==> config.mk <==
export PLATFORM = sky130hd
export DESIGN_NAME = divmod_seq
export DESIGN_NICKNAME = d
export VERILOG_FILES = /design/src/rtl/divmod_seq.sv
export SDC_FILE = /design/constraint.sdc
export NUM_CORES = 1
export LEC_CHECK = 0
export BUFFER_PORTS_ARGS = -buffer_cell sky130_fd_sc_hd__clkbuf_2
export CAP_MARGIN = 5
export CORE_MARGIN = 5
export CORE_UTILIZATION = 55
export CTS_BUF_LIST = sky130_fd_sc_hd__clkbuf_2 sky130_fd_sc_hd__clkbuf_4 sky130_fd_sc_hd__clkbuf_8
export CTS_CLUSTER_DIAMETER = 200
export DETAILED_ROUTE_END_ITERATION = 7
export PLACE_DENSITY = 0.88
export SYNTH_ARGS = -nofsm -noshare
export SYNTH_HDL_FRONTEND = slang
export SYNTH_SLANG_ARGS = --single-unit
==> constraint.sdc <==
create_clock -name clk -period 3.11 [get_ports clk]
set_input_delay 0.622 -clock clk [delete_from_list [all_inputs] [get_ports clk]]
set_output_delay 0.622 -clock clk [all_outputs]
set_load 0.05 [all_outputs]
==> src/rtl/divmod_seq.sv <==
// divmod_seq -- multi-cycle restoring divider returning quotient and remainder.
//
// One quotient bit is produced per clock, so latency is WIDTH+1 cycles from an
// accepted start to the done pulse regardless of operand values. A zero divisor
// short-circuits to DONE one cycle after acceptance.
//
// Handshake: start is sampled only while the FSM is IDLE; a start seen in IDLE
// is accepted on that clock edge and the operands a/b are captured then. start
// in any other state is ignored (no queuing). done pulses for exactly one cycle
// and the result outputs are valid from that cycle until the next done.
//
// Optional feature macro: DIVMOD_SIGNED_EN -- when defined, a and b are two's
// complement; quotient truncates toward zero and remainder takes the sign of
// the dividend. When undefined the unit is purely unsigned.
//
// Ports:
//   clk          clock, rising edge
//   reset        synchronous, active-high; drops any operation in progress
//   start        operation request
//   a, b         dividend / divisor (WIDTH bits)
//   busy         high while an operation is in flight (CALC or DONE)
//   done         one-cycle completion pulse
//   quotient     a / b      (all ones when b == 0)
//   remainder    a % b      (a when b == 0)
//   div_by_zero  set with done when b was 0, held with the results
//   fsm_state    debug view of the FSM state (0 IDLE, 1 CALC, 2 DONE)

module divmod_seq #(
    parameter int WIDTH = 32
) (
    input  logic             clk,
    input  logic             reset,
    input  logic             start,
    input  logic [WIDTH-1:0] a,
    input  logic [WIDTH-1:0] b,
    output logic             busy,
    output logic             done,
    output logic [WIDTH-1:0] quotient,
    output logic [WIDTH-1:0] remainder,
    output logic             div_by_zero,
    output logic [1:0]       fsm_state
);

    localparam int CW = $clog2(WIDTH);
    localparam logic [CW-1:0] COUNT_INIT = CW'(WIDTH - 1);

    typedef enum logic [1:0] {
        S_IDLE = 2'd0,
        S_CALC = 2'd1,
        S_DONE = 2'd2
    } state_t;

    state_t state, next_state;

    logic [CW-1:0]    count;
    // The partial remainder is always < D after each step, so its top bit is
    // always zero; only the low WIDTH bits are kept. The trial value T below
    // carries the full WIDTH+1 bits for the comparison.
    logic [WIDTH-1:0] rem_r;
    logic [WIDTH-1:0] q_r;
    logic [WIDTH-1:0] d_r;

    logic [WIDTH:0]   trial;
    logic             fits;
    logic [WIDTH-1:0] r_next;
    logic [WIDTH-1:0] q_next;
    logic [WIDTH-1:0] a_mag;
    logic [WIDTH-1:0] b_mag;

    // ---------------- FSM: state register ----------------
    always_ff @(posedge clk) begin
        if (reset) state <= S_IDLE;
        else       state <= next_state;
    end

    // ---------------- FSM: next-state logic ----------------
    always_comb begin
        next_state = state;
        case (state)
            S_IDLE: if (start) next_state = (b == '0) ? S_DONE : S_CALC;
            S_CALC: if (count == '0) next_state = S_DONE;
            S_DONE: next_state = S_IDLE;
            default: next_state = S_IDLE;
        endcase
    end

    // ---------------- FSM: outputs (state-decoded only) ----------------
    always_comb begin
        busy      = (state != S_IDLE);
        done      = (state == S_DONE);
        fsm_state = state;
    end

    // ---------------- one restoring shift-subtract step ----------------
    always_comb begin
        trial  = {rem_r, q_r[WIDTH-1]};
        fits   = (trial >= {1'b0, d_r});
        // When fits, trial - D < D fits in WIDTH bits, so the low-bit subtract
        // is exact.
        r_next = fits ? (trial[WIDTH-1:0] - d_r) : trial[WIDTH-1:0];
        q_next = {q_r[WIDTH-2:0], fits};
    end

`ifdef DIVMOD_SIGNED_EN
    logic sq_r;
    logic sr_r;

    always_comb begin
        a_mag = a[WIDTH-1] ? -a : a;
        b_mag = b[WIDTH-1] ? -b : b;
    end
`else
    always_comb begin
        a_mag = a;
        b_mag = b;
    end
`endif

    // ---------------- datapath and result registers ----------------
    always_ff @(posedge clk) begin
        if (reset) begin
            count       <= '0;
            rem_r       <= '0;
            q_r         <= '0;
            d_r         <= '0;
            quotient    <= '0;
            remainder   <= '0;
            div_by_zero <= 1'b0;
`ifdef DIVMOD_SIGNED_EN
            sq_r        <= 1'b0;
            sr_r        <= 1'b0;
`endif
        end else begin
            case (state)
                S_IDLE: begin
                    if (start) begin
                        d_r   <= b_mag;
                        q_r   <= a_mag;
                        rem_r <= '0;
                        count <= COUNT_INIT;
`ifdef DIVMOD_SIGNED_EN
                        sq_r  <= a[WIDTH-1] ^ b[WIDTH-1];
                        sr_r  <= a[WIDTH-1];
`endif
                        // Zero divisor: results are written now, the DONE
                        // cycle that follows presents them.
                        if (b == '0) begin
                            quotient    <= '1;
                            remainder   <= a;
                            div_by_zero <= 1'b1;
                        end
                    end
                end
                S_CALC: begin
                    rem_r <= r_next;
                    q_r   <= q_next;
                    if (count == '0) begin
`ifdef DIVMOD_SIGNED_EN
                        quotient  <= sq_r ? -q_next : q_next;
                        remainder <= sr_r ? -r_next : r_next;
`else
                        quotient  <= q_next;
                        remainder <= r_next;
`endif
                        div_by_zero <= 1'b0;
                    end else begin
                        count <= count - 1'b1;
                    end
                end
                default: ;
            endcase
        end
    end

endmodule
==> metrics.txt <==
CP Max Fanout=3; Layout Skew=15.5 ps; Total Wirelength=25000 um; FMAX=0.334 GHz; Post-synth ARST share=0; Final Cell Area=10300 sq um; DR WL/cell=17.1 um; Die H=138 um; area delta synth->final=14.5%; fin util=0.646; Avg Cell Area, Syn=7.91 sq um; first-pass GRT wire length=39900 um; RSZ-0062 raised after global routing=no; buffer depth of the longest clock path=2; Die ar.=19000 sq um; Core Footprint=15900 sq um; CTS Root Cell=clkbuf_8; max-cap violation count=0; Worst EP arrival=3380 ps; Worst path top cell family by delay=compound AO/OA/AOI/OAI gates; Area after DPL=9840 sq um; largest net degree at the start of global routing=71; CTS tree=yes; min Tclk post-route=2990 ps; Yosys cell types=81; Reg2Reg Capture Point=rem_r[28]$_SDFFE_PP0P_; Leakage=0.00417 uW; drt pass-1 iters=5; CTS buffer count=17; Clock Latency Late Sink=470 ps; critical path cell sequence=inv_2 -> ha_4 -> inv_2 -> fa_2 -> a21oi_2 -> o211ai_1 -> a221o_1 -> a2111o_1 -> a2111oi_4 -> nor3_2 -> nand3b_1 -> a31oi_1; most used cell, CP=inv_2; register area share after synthesis=0.374; Worst slew margin=0.412; Seq cells post-synth=168; worst hold start=b[19]; ANT cells=0; Worst R2R Setup Slack=120 ps; synth warn=0; crit path buf inv count=2; PwrDens=776 nW/um^2; clock sink count=168; Most used DFF post-synth=dfxtp_1; Clock Pin Slew Worst Setup and Hold Paths=100 ps; gpl congestion=0.951; CP Capture Type=flip-flop; Cell Rows=46; Worst Hold Depth=3; r2r worst-path depth=12; fin cells=1464; via count=8681; Detailed Route Iter0 Violations=812; IO Pins=136; Overall Global Routing Usage=0.262; H-tree depth=4; worst ir drop on vdd=0.401 mV; WP data required=3500 ps; vias per cell=5.93; Slowest cell on crit path=a2111o_1; EDFF count, synth=0; Synth Net Count=1239; Fin. Hold Viols=0; worst reg2reg path startpoint=q_r[31]$_SDFFE_PP0P_; nets=1337; Setup TNS=0 ps; period utilization=0.961; DP Cell Count=1430; Antenna Nets Post-Route=0; Syn Inst Count=1137; CP startpoint=q_r[31]$_SDFFE_PP0P_; global route total overflow=0; vias in the first global route=7835; initial core utilization=0.564; worst slew pin tran=871 ps; hold_buf cts=0; Cell Area, Synth=8990 sq um; status=finished clean; worst hold endpoint=d_r[19]$_SDFFE_PP0P_; max incr delay on CP=460 ps; worst hold slack=372 ps; IO buf count=135; Setup CP Type=reg -> reg; DIE WIDTH=138 um; post-DP HPWL=18300 um; initial antenna violation count=0; Final Slew Violations=0; Hold Path Class=in -> reg; DRC=0; Critical Path Start Type=flip-flop; Setup Viol. Count Final=0; share of layout cells above drive strength 1=0.199
[worst reg2reg max path: cells and delay by family (launching register included)]
kind | cells | cell delay, ps
buffers and inverters | 2 | 100
AO/OA/AOI/OAI | 6 | 1750
AND/OR/NAND/NOR | 2 | 260
flip-flops | 1 | 330
adder cells (fa/ha/maj) | 2 | 500
[layout by cell type (no fill, tap or decap), types with 6 or more instances in the layout]
cell type	n
nor2_1	113
nand2_1	198
nand3b_1	10
mux2_2	9
xor2_1	13
a211o_1	9
o211ai_1	17
xnor2_1	13
a21oi_1	106
nand4_1	8
inv_1	44
a311oi_1	38
a211oi_1	43
clkbuf_8	17
o21ai_0	19
dfxtp_1	166
nor4_1	10
ha_1	32
a21o_1	9
nand3_1	34
buf_4	26
nand2b_1	9
nor3_1	26
mux2i_1	8
and3_1	6
clkbuf_2	134
[sequential cells by signal, indices dropped and copies added (netlist names)]
name	flops
rem_r	32
q_r	32
d_r	32
fsm_state	2
remainder	32
count	5
quotient	32
div_by_zero	1
[per-layer routing]
layer	track usage	share of wire	up-vias
met3	0.0435	0.094	39
met4	0.0790	0.017	0
met2	0.383	0.43	409
met1	0.395	0.46	3986
met5	0	0	-
li1	-	-	4247
[where the power goes]
group	internal [uW]	leakage (uW)	switching [uW]	total, uW
registers	2390	0.00138	187	2580
clock network	667	0.000197	928	1590
logic	1430	0.00260	2390	3820
[cell families (layout without fill, tap and decap cells)]
kind of cell / after synthesis / in the layout / share of synthesized area
simple gates: 451 / 451 / 0.226
fa+ha+maj: 35 / 35 / 0.0495
compound gates: 308 / 308 / 0.241
xor+xnor: 26 / 26 / 0.0253
flops: 168 / 168 / 0.374
mux: 19 / 19 / 0.0231
buf+inv: 130 / 241 / 0.0609
[layout make-up]
class	count	area, sq um
Multi-Input combinational cell	839	5160
Clock inverter	15	163
Inverter	46	173
Sequential cell	168	3370
Clock buffer	17	234
Tap cell	216	270
Timing Repair Buffer	163	926
Fill cell	1373	5650
[Yosys cell counts, drive strengths merged, types with 9 or more instances]
cell type | instances | area (sq um)
nand2 | 200 | 758
a21o | 10 | 76.3
nand3b | 10 | 75.1
nand3 | 35 | 180
nand2b | 10 | 62.6
a21oi | 112 | 576
o211ai | 17 | 128
nor4 | 10 | 62.6
a211o | 9 | 78.8
ha | 34 | 425
clkbuf | 60 | 225
o21ai | 26 | 134
nand4 | 9 | 62.6
nor2 | 114 | 430
mux2 | 11 | 128
buf | 24 | 150
a211oi | 44 | 335
xnor2 | 13 | 114
a311oi | 38 | 333
nor3 | 28 | 151
inv | 46 | 173
dfxtp | 168 | 3360
xor2 | 13 | 114
[what timing repair did]
item / 4_1_cts / 5_1_grt
resized for setup: 0 / 14
setup endpoints to repair: 0 / 10
setup buffers: 0 / 2
[per-stage QoR]
stage	total power [uW]	worst slack, ps
floorplan	5430	305
global placement	6250	213
detailed placement	6290	121
CTS	7860	103
global route	8430	1.89
finish	7990	120
[worst max-delay path by stage]
stage / slack (ps) / cells after the start / end
after CTS: 100 / 12 / rem_r[28]$_SDFFE_PP0P_
after global placement: 210 / 12 / rem_r[28]$_SDFFE_PP0P_
after global routing: 2 / 11 / remainder[30]$_SDFFE_PP0P_
final: 120 / 12 / rem_r[28]$_SDFFE_PP0P_
after floorplan: 300 / 12 / rem_r[28]$_SDFFE_PP0P_
after detailed placement: 120 / 12 / rem_r[28]$_SDFFE_PP0P_
(Power assumes the default switching activity.)
